<file path="config.mk">
export PLATFORM = sky130hd
export DESIGN_NAME = set_count
export DESIGN_NICKNAME = d
export VERILOG_FILES = /design/src/rtl/set_count.sv
export SDC_FILE = /design/constraint.sdc
export NUM_CORES = 1
export LEC_CHECK = 0
export BUFFER_PORTS_ARGS = -buffer_cell sky130_fd_sc_hd__buf_4
export CAP_MARGIN = 40
export CORE_UTILIZATION = 63
export CTS_BUF_LIST = sky130_fd_sc_hd__clkbuf_16
export CTS_CLUSTER_SIZE = 12
export DETAILED_ROUTE_END_ITERATION = 6
export PLACE_DENSITY = 0.8
export REMOVE_ABC_BUFFERS = 1
export SLEW_MARGIN = 0
export SYNTH_ARGS = -nofsm -noshare
export SYNTH_HDL_FRONTEND = slang
export SYNTH_SLANG_ARGS = --single-unit
export TNS_END_PERCENT = 5
</file>
<file path="constraint.sdc">
create_clock -name clk -period 4.6 [get_ports clk]
set_clock_uncertainty 0.1 [all_clocks]
set_input_delay 0.92 -clock clk [delete_from_list [all_inputs] [get_ports clk]]
set_output_delay 0.92 -clock clk [all_outputs]
set_load 0.02 [all_outputs]
</file>
<file path="src/rtl/set_count.sv">
// set_count: three 64-point coverage tables (A, B, C) and a scanner that counts
// the grid points satisfying a selectable set function of the three tables.
module set_count (
  input  logic       clk,
  input  logic       rst,
  input  logic       wr_en,
  input  logic [1:0] set_sel,
  input  logic [5:0] table_addr,
  input  logic       table_data,
  input  logic       clr,
  input  logic       start_eval,
  input  logic [1:0] mode,
  output logic [7:0] candidate,
  output logic       valid,
  output logic       busy
);

  typedef enum logic [1:0] {
    IDLE = 2'd0,
    SCAN = 2'd1,
    OUT  = 2'd2
  } state_t;

  state_t      state;
  logic [63:0] ta;
  logic [63:0] tb;
  logic [63:0] tc;
  logic [1:0]  mode_q;
  logic [5:0]  addr;
  logic [6:0]  acc;
  logic        a_bit;
  logic        b_bit;
  logic        c_bit;
  logic        hit;

  // Set function of the point under the scan address, using the latched mode.
  always_comb begin
    a_bit = ta[addr];
    b_bit = tb[addr];
    c_bit = tc[addr];
    hit   = 1'b0;
    case (mode_q)
      2'b00:   hit = a_bit;
      2'b01:   hit = a_bit & b_bit;
      2'b10:   hit = a_bit ^ b_bit;
      default: hit = (a_bit & b_bit & ~c_bit) |
                     (a_bit & ~b_bit & c_bit) |
                     (~a_bit & b_bit & c_bit);
    endcase
  end

  // Table updates are only accepted while idle; a clear beats a same-cycle write.
  always_ff @(posedge clk) begin
    if (rst) begin
      ta <= '0;
      tb <= '0;
      tc <= '0;
    end else if (!busy) begin
      if (clr) begin
        ta <= '0;
        tb <= '0;
        tc <= '0;
      end else if (wr_en) begin
        case (set_sel)
          2'd0:    ta[table_addr] <= table_data;
          2'd1:    tb[table_addr] <= table_data;
          2'd2:    tc[table_addr] <= table_data;
          default: ;
        endcase
      end
    end
  end

  always_ff @(posedge clk) begin
    if (rst) begin
      state     <= IDLE;
      mode_q    <= 2'd0;
      addr      <= 6'd0;
      acc       <= 7'd0;
      candidate <= 8'd0;
      valid     <= 1'b0;
      busy      <= 1'b0;
    end else begin
      valid <= 1'b0;
      case (state)
        IDLE: begin
          if (start_eval) begin
            state  <= SCAN;
            mode_q <= mode;
            addr   <= 6'd0;
            acc    <= 7'd0;
            busy   <= 1'b1;
          end
        end
        SCAN: begin
          // 64 points at most, so the 7-bit accumulator cannot wrap.
          acc  <= acc + {6'd0, hit};
          addr <= addr + 6'd1;
          if (addr == 6'd63) state <= OUT;
        end
        OUT: begin
          candidate <= {1'b0, acc};
          valid     <= 1'b1;
          busy      <= 1'b0;
          state     <= IDLE;
        end
        default: begin
          state <= IDLE;
          busy  <= 1'b0;
        end
      endcase
    end
  end

endmodule

</file>
; Yosys cells after proc, flatten, opt, wreduce, memory -nomap -nowiden
; Index checks and enable logic that the tools add are counted.
[word_totals]
regBits = 218
input_bits = 16
out_inout_bits = 10
elab_cells = 85
[op_classes]
n_addsub = 2
order_cmp = 3
n_eq_ne = 9
mux = 31
n_bitwise = 14
n_reduce_logical = 16
[op_table]
columns = op, n
row1 = 64-bit 2-to-1 mux, 9
row2 = 64-bit bitwise mux, 3
row3 = 1-bit binary-select mux with 6-bit select, 3
row4 = 6-bit by 7-bit < comparator with 1-bit output (second input constant), 2
row5 = 7-bit one-hot mux with 2 select lines, 1
row6 = 6-bit one-hot mux with 2 select lines, 1
row7 = 2-bit nonzero test, 5
row8 = 3-bit AND reduction, 3
row9 = 2-bit AND reduction, 4
row10 = 7-bit by 1-bit adder with 7-bit output, 1
row11 = 7-bit 2-to-1 mux, 1
row12 = 6-bit by 1-bit adder with 6-bit output (second input constant), 1
row13 = 1-bit AND, 6
row14 = 1-bit demux with 6-bit select, 1
row15 = 2-bit by 1-bit == test with 1-bit output (second input constant), 3
row16 = 2-bit == test (second input constant), 3
row17 = 6-bit == test (second input constant), 1
row18 = 6-bit by 1-bit greater-or-equal comparator with 1-bit output (second input constant), 1
row19 = 2-bit zero test, 3
row20 = 1-bit 2-to-1 mux, 6
row21 = 6-bit 2-to-1 mux, 1
row22 = 1-bit NOT, 5
row23 = 2-bit 2-to-1 mux, 2
row24 = 2-bit inequality test (second input constant), 2
row25 = 6 further kinds, 7

; Depth between registers and ports, before layout
; Gate-level depths: netlist of run 1.
[logic_depth]
depth_word = 10
ltp_mapped = 21
mapped_depth_nobuf = 18

; Worst setup path after synthesis of run 1
; Ideal clock, no wire load.
[synth_timing]
path_type = register to register
start = reg addr[0]
end = reg acc[6]
setup_ns = 0.070
arrival_ns = 3.533
t_required_ns = 4.430
slack_ns = 0.896
path_stages_with_launch = 19
n_path_buf = 2
period_less_slack_ns = 3.704
path_cell_list = dfxtp_1 > buf_6 > buf_4 > mux4_2 > mux4_2 > mux2i_1 > o21a_1 > inv_1 > ha_1 > nor2_1 > nand2_1 > o21ai_0 > a21oi_2 > o31ai_1 > ha_1 > ha_1 > nand4_1 > or3_1 > a21oi_1
[synth_via]
elab_chain_cells = 10
word_cells_on_any_way = 21
cone_classes = 1 x add/sub / 8 x mux / 12 x bitwise
[synth_lines]
columns = element, line_no
row1 = "start, declared", 29  ; logic [5:0] addr;
row2 = "start signal, assigned", 98  ; addr <= addr + 6'd1;
row3 = 1-bit binary-select mux with 6-bit select, 39  ; b_bit = tb[addr];
row4 = 1-bit 2-to-1 mux (implied by the code), 39
row5 = 1-bit NOT, 47  ; (a_bit & ~b_bit & c_bit) |
row6 = 1-bit AND (2 in series), 47
row7 = 1-bit OR, 46  ; default: hit = (a_bit & b_bit & ~c_bit) |
row8 = 1-bit OR, 47
row9 = 1-bit one-hot mux with 3 select lines (*), 42  ; case (mode_q)
row10 = 7-bit by 1-bit adder with 7-bit output (*), 97  ; acc <= acc + {6'd0, hit};
row11 = 7-bit one-hot mux with 2 select lines (*), 85  ; case (state)
row12 = "end signal, assigned", 97
row13 = "end, declared", 30  ; logic [6:0] acc;
; Every way passes the cells marked *; elsewhere a longest branch is shown, timed or not. The select of a mux whose other input is x is not followed.
; A chain may end at the register's enable or synchronous reset.

; Final worst setup path of run 1
; Ends and elaborated chain as after synthesis.

==> flow_summary.ini, run 1 <==
[die]
die_h_um = 132
top_level_ports = 26
initial_utilization = 0.643
die_area_um2 = 17300
coreArea_um2 = 16500
die_w_um = 132
num_rows = 47

[finish]
area_growth_pct = 9.49
drive_gt1_frac = 0.119
final_area_um2 = 11600
antenna_cells = 0
fill_cells = 1283
nNetsFinal = 1264

[grt]
track_usage = 0.372
grt_overflow_total = 0
grt_max_degree = 93
grt_pass1_wl_um = 51300
grt_pass1_vias = 9494
antenna_found_initial = 0

[critical_path]
path_common_cell = ha_1
cp_max_fo = 17
cp.required_ns = 4.95
path_cells = buf_12 > buf_4 > mux4_2 > nor2b_1 > nor2_1 > o211ai_1 > a31oi_1 > inv_1 > ha_1 > nor2_1 > nand2_1 > o21ai_0 > a21oi_2 > o31ai_1 > ha_1 > ha_1 > nand4_1 > or3_1 > a21oi_1
crit_type = reg2reg
crit_buf_inv = 3
critPathTopFamily = simple AND/OR/NAND/NOR gates
slowest_delay_ns = 0.52
cp.arrival_ns = 4.59
cp-end-kind = register
slowest_stage = dfxtp_4
start_kind = register

[sta]
maxSlewViolCount = 0
holdWs_ns = 0.373
relSlewSlack = 0.366
hold_viol_final = 0
rsz0062_at_grt = false
max_slew.worst_pin.slew_ns = 0.950
fin_crit_sh = 0.923
fin_crit_ns = 4.24
setup_ws_ns = 0.355
setup_viol = 0
fmax_mhz = 236

[clocking]
cts_setup_buffers = 0
cts_tree = yes
cts_buffers = 24
cts_root_buf = clkbuf_16
numClockSinks = 218
post_cts_resized = 0
cts.clk_slew.worst_paths_ns = 0.06
clk-insertion-delay-late_ns = 0.51
cts_max_level = 1
ctsHoldBuffers = 0
cts_buffer_depth = 3

[synthesis]
synth_seq_cells = 218
synthesis.area_um2 = 10600
ys_seq_area_frac = 0.412
synth_edf_count = 0
synthFlopType = dfxtp_1
async_reset_ff_frac = 0
synth_area_per_cell_um2 = 8.22
synth_cell_types = 50
synth_cells = 1287
yosysWarnings = 0

[drt]
drcViolationCount = 0
via_per_inst = 6.89
route.vias.total = 10200
totalWireLength_um = 32700
drtAntennaViolNets = 0
drtIter0Drc = 1255
dr.pass1.iters = 6
wl_per_cell_um = 22.1

[power_and_ir_drop]
peakVddDrop_v = 0.000369
power-per-cell-area_nw_per_um2 = 350
leakage_nw = 3.73

[placement]
port_buffers = 24
pre_cts_slack_ns = 0.473
gp_congestion = 0.891
dpl.hpwl_um = 19800
placed_area_um2 = 10900

[worst_hold_path]
min_path_type = reg2reg

[flow_run]
drv_cap = 0

[outcome]
status = finished, final reports clean
-- synth_stat cells, drive strengths merged, types with 6 or more instances --
library cell  instances  area (µm²)
inv                   6        22.5
ha                    7        87.6
nand2               160         601
and2                 10        62.6
mux4                 48        1100
nand4                 7        43.8
nand3                59         295
buf                  25         173
o21ai               200        1000
a22oi                 8        60.1
a21oi               264        1330
clkbuf               98         368
nor2b                 8        50.1
nor2                 85         319
dfxtp               218        4360
mux2i                24         240
-- report_power, final --
part / internal, W / leakage [nW] / switching, W
sequential: 0.00189 / 1.76 / 0.0000124
clock: 0.00103 / 0.373 / 0.000766
combinational: 0.0000853 / 1.60 / 0.000273
-- state kept, by name, summed over array words and instances, names as in the netlist --
name,count
ta,64
tb,64
tc,64
acc,7
candidate,7
addr,6
mode_q,2
state,2
busy,1
valid,1
-- cells by family (layout without fill, tap and decap cells) --
logic type	after synthesis	in the layout	share of synthesized area
DFF	218	218	0.412
AOI/OAI and AO/OA	496	496	0.244
muxes	76	76	0.131
adders and majority gates	7	7	0.00827
other	1	1	0.000354
buffers and inverters	129	99	0.0532
and+or+nand+nor	360	360	0.151
-- through the flow --
step | util | TNS (ns) | std cells | power [W]
after floorplan | - | -3.69 | 1164 | 0.00210
after global placement | 0.654 | 0 | 1429 | 0.00228
after detailed placement | 0.660 | 0 | 1435 | 0.00229
after CTS | 0.704 | 0 | 1477 | 0.00405
after global routing | 0.704 | 0 | 1477 | 0.00415
final | 0.704 | 0 | 1477 | 0.00406
-- placed cells by master, fill, tap and decap left out, types with 3 or more instances in the layout --
cell type and instances:
dfxtp_1 216, or2_2 5, inv_1 11, nand3_1 59, a22oi_1 8, nand4_1 7, nor2_1 83, clkbuf_16 25
nand2_1 160, o21ai_0 199, and2_1 7, nor3b_2 4, and3b_1 3, buf_4 39, and3_1 3, mux2_2 4
a221oi_1 4, mux4_1 4, nand3b_1 4, clkinv_1 8, buf_6 3, mux2i_1 24, and2_0 3, nor2b_1 8
mux4_2 44, a31oi_1 5, clkinv_2 3, buf_12 7, a21oi_1 263, o211ai_1 3, nor3_1 4, ha_1 7
-- routing by layer --
layer | wire length (µm) | share of wire | global-route usage | vias up
met4 | 1390 | 0.043 | 0.178 | 0
met2 | 14700 | 0.45 | 0.572 | 768
li1 | - | - | - | 4502
met3 | 4080 | 0.13 | 0.0714 | 116
met5 | 0 | 0 | 0 | -
met1 | 12500 | 0.38 | 0.505 | 4788
-- cell type report --
class | count | area [µm²] | area share
tap | 220 | 275 | 0.0238
clock inverter | 17 | 93.8 | 0.00810
timing repair buffer | 51 | 509 | 0.0439
inverter | 6 | 22.5 | 0.00194
clock buffer | 25 | 626 | 0.0540
sequential | 218 | 4370 | 0.377
multi-input combinational | 940 | 5690 | 0.491
-- worst reg2reg max path, cell delays in order (launching register included) --
cell      delay (ns)
dfxtp_4         0.52
buf_12          0.23
buf_4           0.21
mux4_2          0.52
nor2b_1         0.16
nor2_1          0.06
o211ai_1        0.24
a31oi_1         0.23
inv_1           0.11
ha_1            0.23
nor2_1          0.09
nand2_1         0.06
o21ai_0         0.13
a21oi_2         0.05
o31ai_1         0.12
ha_1            0.23
ha_1            0.19
nand4_1         0.17
or3_1           0.39
a21oi_1         0.13
-- path summary, 6_finish.rpt --
kind	from	to	slack, ns	depth (start not counted)
worst min-delay path	ta[46]	ta[46]	0.37	2
worst max register to register	addr[0]	acc[6]	0.36	19
worst max-delay path	addr[0]	acc[6]	0.36	19
worst min register to register	ta[46]	ta[46]	0.37	2
(Power assumes the default switching activity.)
==> run 2: changes to the inputs <==
--- a/config.mk
+++ b/config.mk
@@ -5,13 +5,14 @@
 export SDC_FILE = /design/constraint.sdc
 export NUM_CORES = 1
 export LEC_CHECK = 0
+export ABC_AREA = 1
 export BUFFER_PORTS_ARGS = -buffer_cell sky130_fd_sc_hd__buf_4
 export CAP_MARGIN = 40
 export CORE_UTILIZATION = 63
 export CTS_BUF_LIST = sky130_fd_sc_hd__clkbuf_16
 export CTS_CLUSTER_SIZE = 12
 export DETAILED_ROUTE_END_ITERATION = 6
-export PLACE_DENSITY = 0.8
+export PLACE_DENSITY = 0.9
 export REMOVE_ABC_BUFFERS = 1
 export SLEW_MARGIN = 0
 export SYNTH_ARGS = -nofsm -noshare
==> flow_summary.ini, run 2 <==
[critical_path]
critPathTopFamily = simple AND/OR/NAND/NOR gates
cp.arrival_ns = 4.06
cp_max_fo = 42
path_common_cell = nand2_1
cp.required_ns = 4.91
slowest_stage = dfxtp_4
crit_type = reg2reg
start_kind = register
crit_buf_inv = 4
r2r_slack_ns = 0.85
cp-end-kind = register
cp-startpoint = addr[0]
r2r-start = addr[0]
slowest_delay_ns = 0.61

[power_and_ir_drop]
switching_share = 0.279
leakage_nw = 4.51
peakVddDrop_v = 0.000343
clkPwrFrac = 0.425
p_total_w = 0.00418
power.switching_w = 0.00117
pwr-share-seq = 0.457
power-per-cell-area_nw_per_um2 = 338
pwr-share-comb = 0.118
internal_power_w = 0.00301

[synthesis]
synth_area_leaders = dfxtp_1 (38%), nand2_1 (29%), a21oi_1 (8.8%)
synth_seq_cells = 218
synth_edf_count = 0
ys_top_cells_by_count = nand2_1 (884), dfxtp_1 (218), a21oi_1 (202)
yosysWarnings = 0
synth_area_per_cell_um2 = 6.20
async_reset_ff_frac = 0
synth_cells = 1848
synth_cell_types = 32
ys_seq_area_frac = 0.381
synth_top_area_cell = dfxtp_1
yosysMostFrequentCell = nand2_1
synth_top_area_share = 0.381
synthesis.area_um2 = 11500
synthFlopType = dfxtp_1

[finish]
drive_gt1_frac = 0.0764
post-route-util = 0.705
nNetsFinal = 1827
final_cell_mix = nand2_1 (883), dfxtp_1 (216), a21oi_1 (202)
final_area_um2 = 12400
antenna_cells = 0
area_growth_pct = 7.92
reg_top3 = ta: 64 flops, tb: 64 flops, tc: 64 flops
final_common_cell = nand2_1

[grt]
grt_max_degree = 129
grt_overflow_total = 0
antenna_found_initial = 0
grt_pass1_wl_um = 53200
grt_pass1_vias = 11100
track_usage = 0.354

[placement]
gp_congestion = 0.887
dpl.hpwl_um = 20000
port_buffers = 24
placed_area_um2 = 11600

[drt]
dr.pass1.iters = 6
wl_per_cell_um = 16.0
drtIter0Drc = 1437
drcViolationCount = 0
drtAntennaViolNets = 0
totalWireLength_um = 32700
via_per_inst = 5.92
route.vias.total = 12100

[clocking]
cts_setup_buffers = 0
numClockSinks = 218
clk-insertion-delay-late_ns = 0.53
cts_buffers = 24
ctsHoldBuffers = 0
cts_root_buf = clkbuf_16
cts_max_level = 1
post_cts_resized = 0
cts_tree = yes
cts_buffer_depth = 3
cts.clk_slew.worst_paths_ns = 0.06

[sta]
relSlewSlack = 0.409
setup_tns_ns = 0
rsz0062_at_grt = false
maxSlewViolCount = 0
hold_viol_final = 0
setup_viol = 0
fmax_mhz = 267
max_slew.worst_pin.slew_ns = 0.877
fin_crit_ns = 3.75
fin_crit_sh = 0.815

[die]
top_level_ports = 26
die_area_um2 = 18700
initial_utilization = 0.653
die_h_um = 137
die_w_um = 137
num_rows = 48
coreArea_um2 = 17500

[worst_hold_path]
min_path_type = reg2reg
hold_path_startpoint = ta[57]

[flow_run]
drv_cap = 0

[outcome]
status = finished, final reports clean
## run 2: cell count changes in the layout (fill, tap and decap cells not counted), moves of 37 or more
cell | previous run | this run
a21oi_1 | 263 | 202
inv_1 | 11 | 48
mux4_2 | 44 | 0
nand2_1 | 160 | 883
nor2_1 | 83 | 127
o21ai_0 | 199 | 58
## run 2: per-stage QoR
stage	instances	worst slack, ns	hold slack [ns]
6_report	2045	0.849	0.357
5_1_grt	2045	0.443	0.367
4_1_cts	2045	0.901	0.357
3_5_place_dp	2003	0.937	0.348
3_3_place_gp	1995	1.04	0.343
2_1_floorplan	1727	-0.992	0.329
## run 2: worst paths after layout
kind / endpoint / cells past startpoint
max: acc[6] / 25
min: ta[57] / 2
max reg2reg: acc[6] / 25
min reg2reg: ta[57] / 2
## run 2: area by class of cell
| class | count | area (µm²) |
|---|---|---|
| Timing Repair Buffer | 51 | 460 |
| Clock inverter | 18 | 113 |
| Fill cell | 1455 | 5170 |
| Sequential cell | 218 | 4370 |
| Multi-Input combinational cell | 1458 | 6340 |
| Inverter | 51 | 196 |
| Tap cell | 225 | 282 |
| Clock buffer | 24 | 601 |
## run 2: routing by layer
| layer | global-route usage | up-vias | wire length (µm) |
|---|---|---|---|
| met5 | 0 | - | 0 |
| met4 | 0.201 | 0 | 1680 |
| met1 | 0.453 | 5486 | 12800 |
| met2 | 0.570 | 669 | 15000 |
| li1 | - | 5821 | - |
| met3 | 0.0533 | 129 | 3230 |
## run 2: logic make-up after synthesis
family | Yosys count | share of synthesized area
other | 1 | 0.000327
adders and majority gates | 7 | 0.00764
buffers and inverters | 172 | 0.0680
AOI/OAI and AO/OA | 300 | 0.141
and+or+nand+nor | 1150 | 0.402
DFF | 218 | 0.381
## run 2: power groups by stage
stage | Combinational (W) | Sequential, W | Clock [W]
floorplan | 0.000294 | 0.00196 | 0
global placement | 0.000459 | 0.00195 | 0
detailed placement | 0.000474 | 0.00195 | 0
CTS | 0.000478 | 0.00191 | 0.00178
global route | 0.000534 | 0.00191 | 0.00185
finish | 0.000491 | 0.00191 | 0.00178
## run 2: worst register-to-register path: cells and delay by family (launching register included)
kind	cells	cell delay (ns)
and+or+nand+nor	14	1.31
DFF	1	0.61
adders and majority gates	3	0.60
buffers and inverters	4	0.59
AOI/OAI and AO/OA	4	0.42
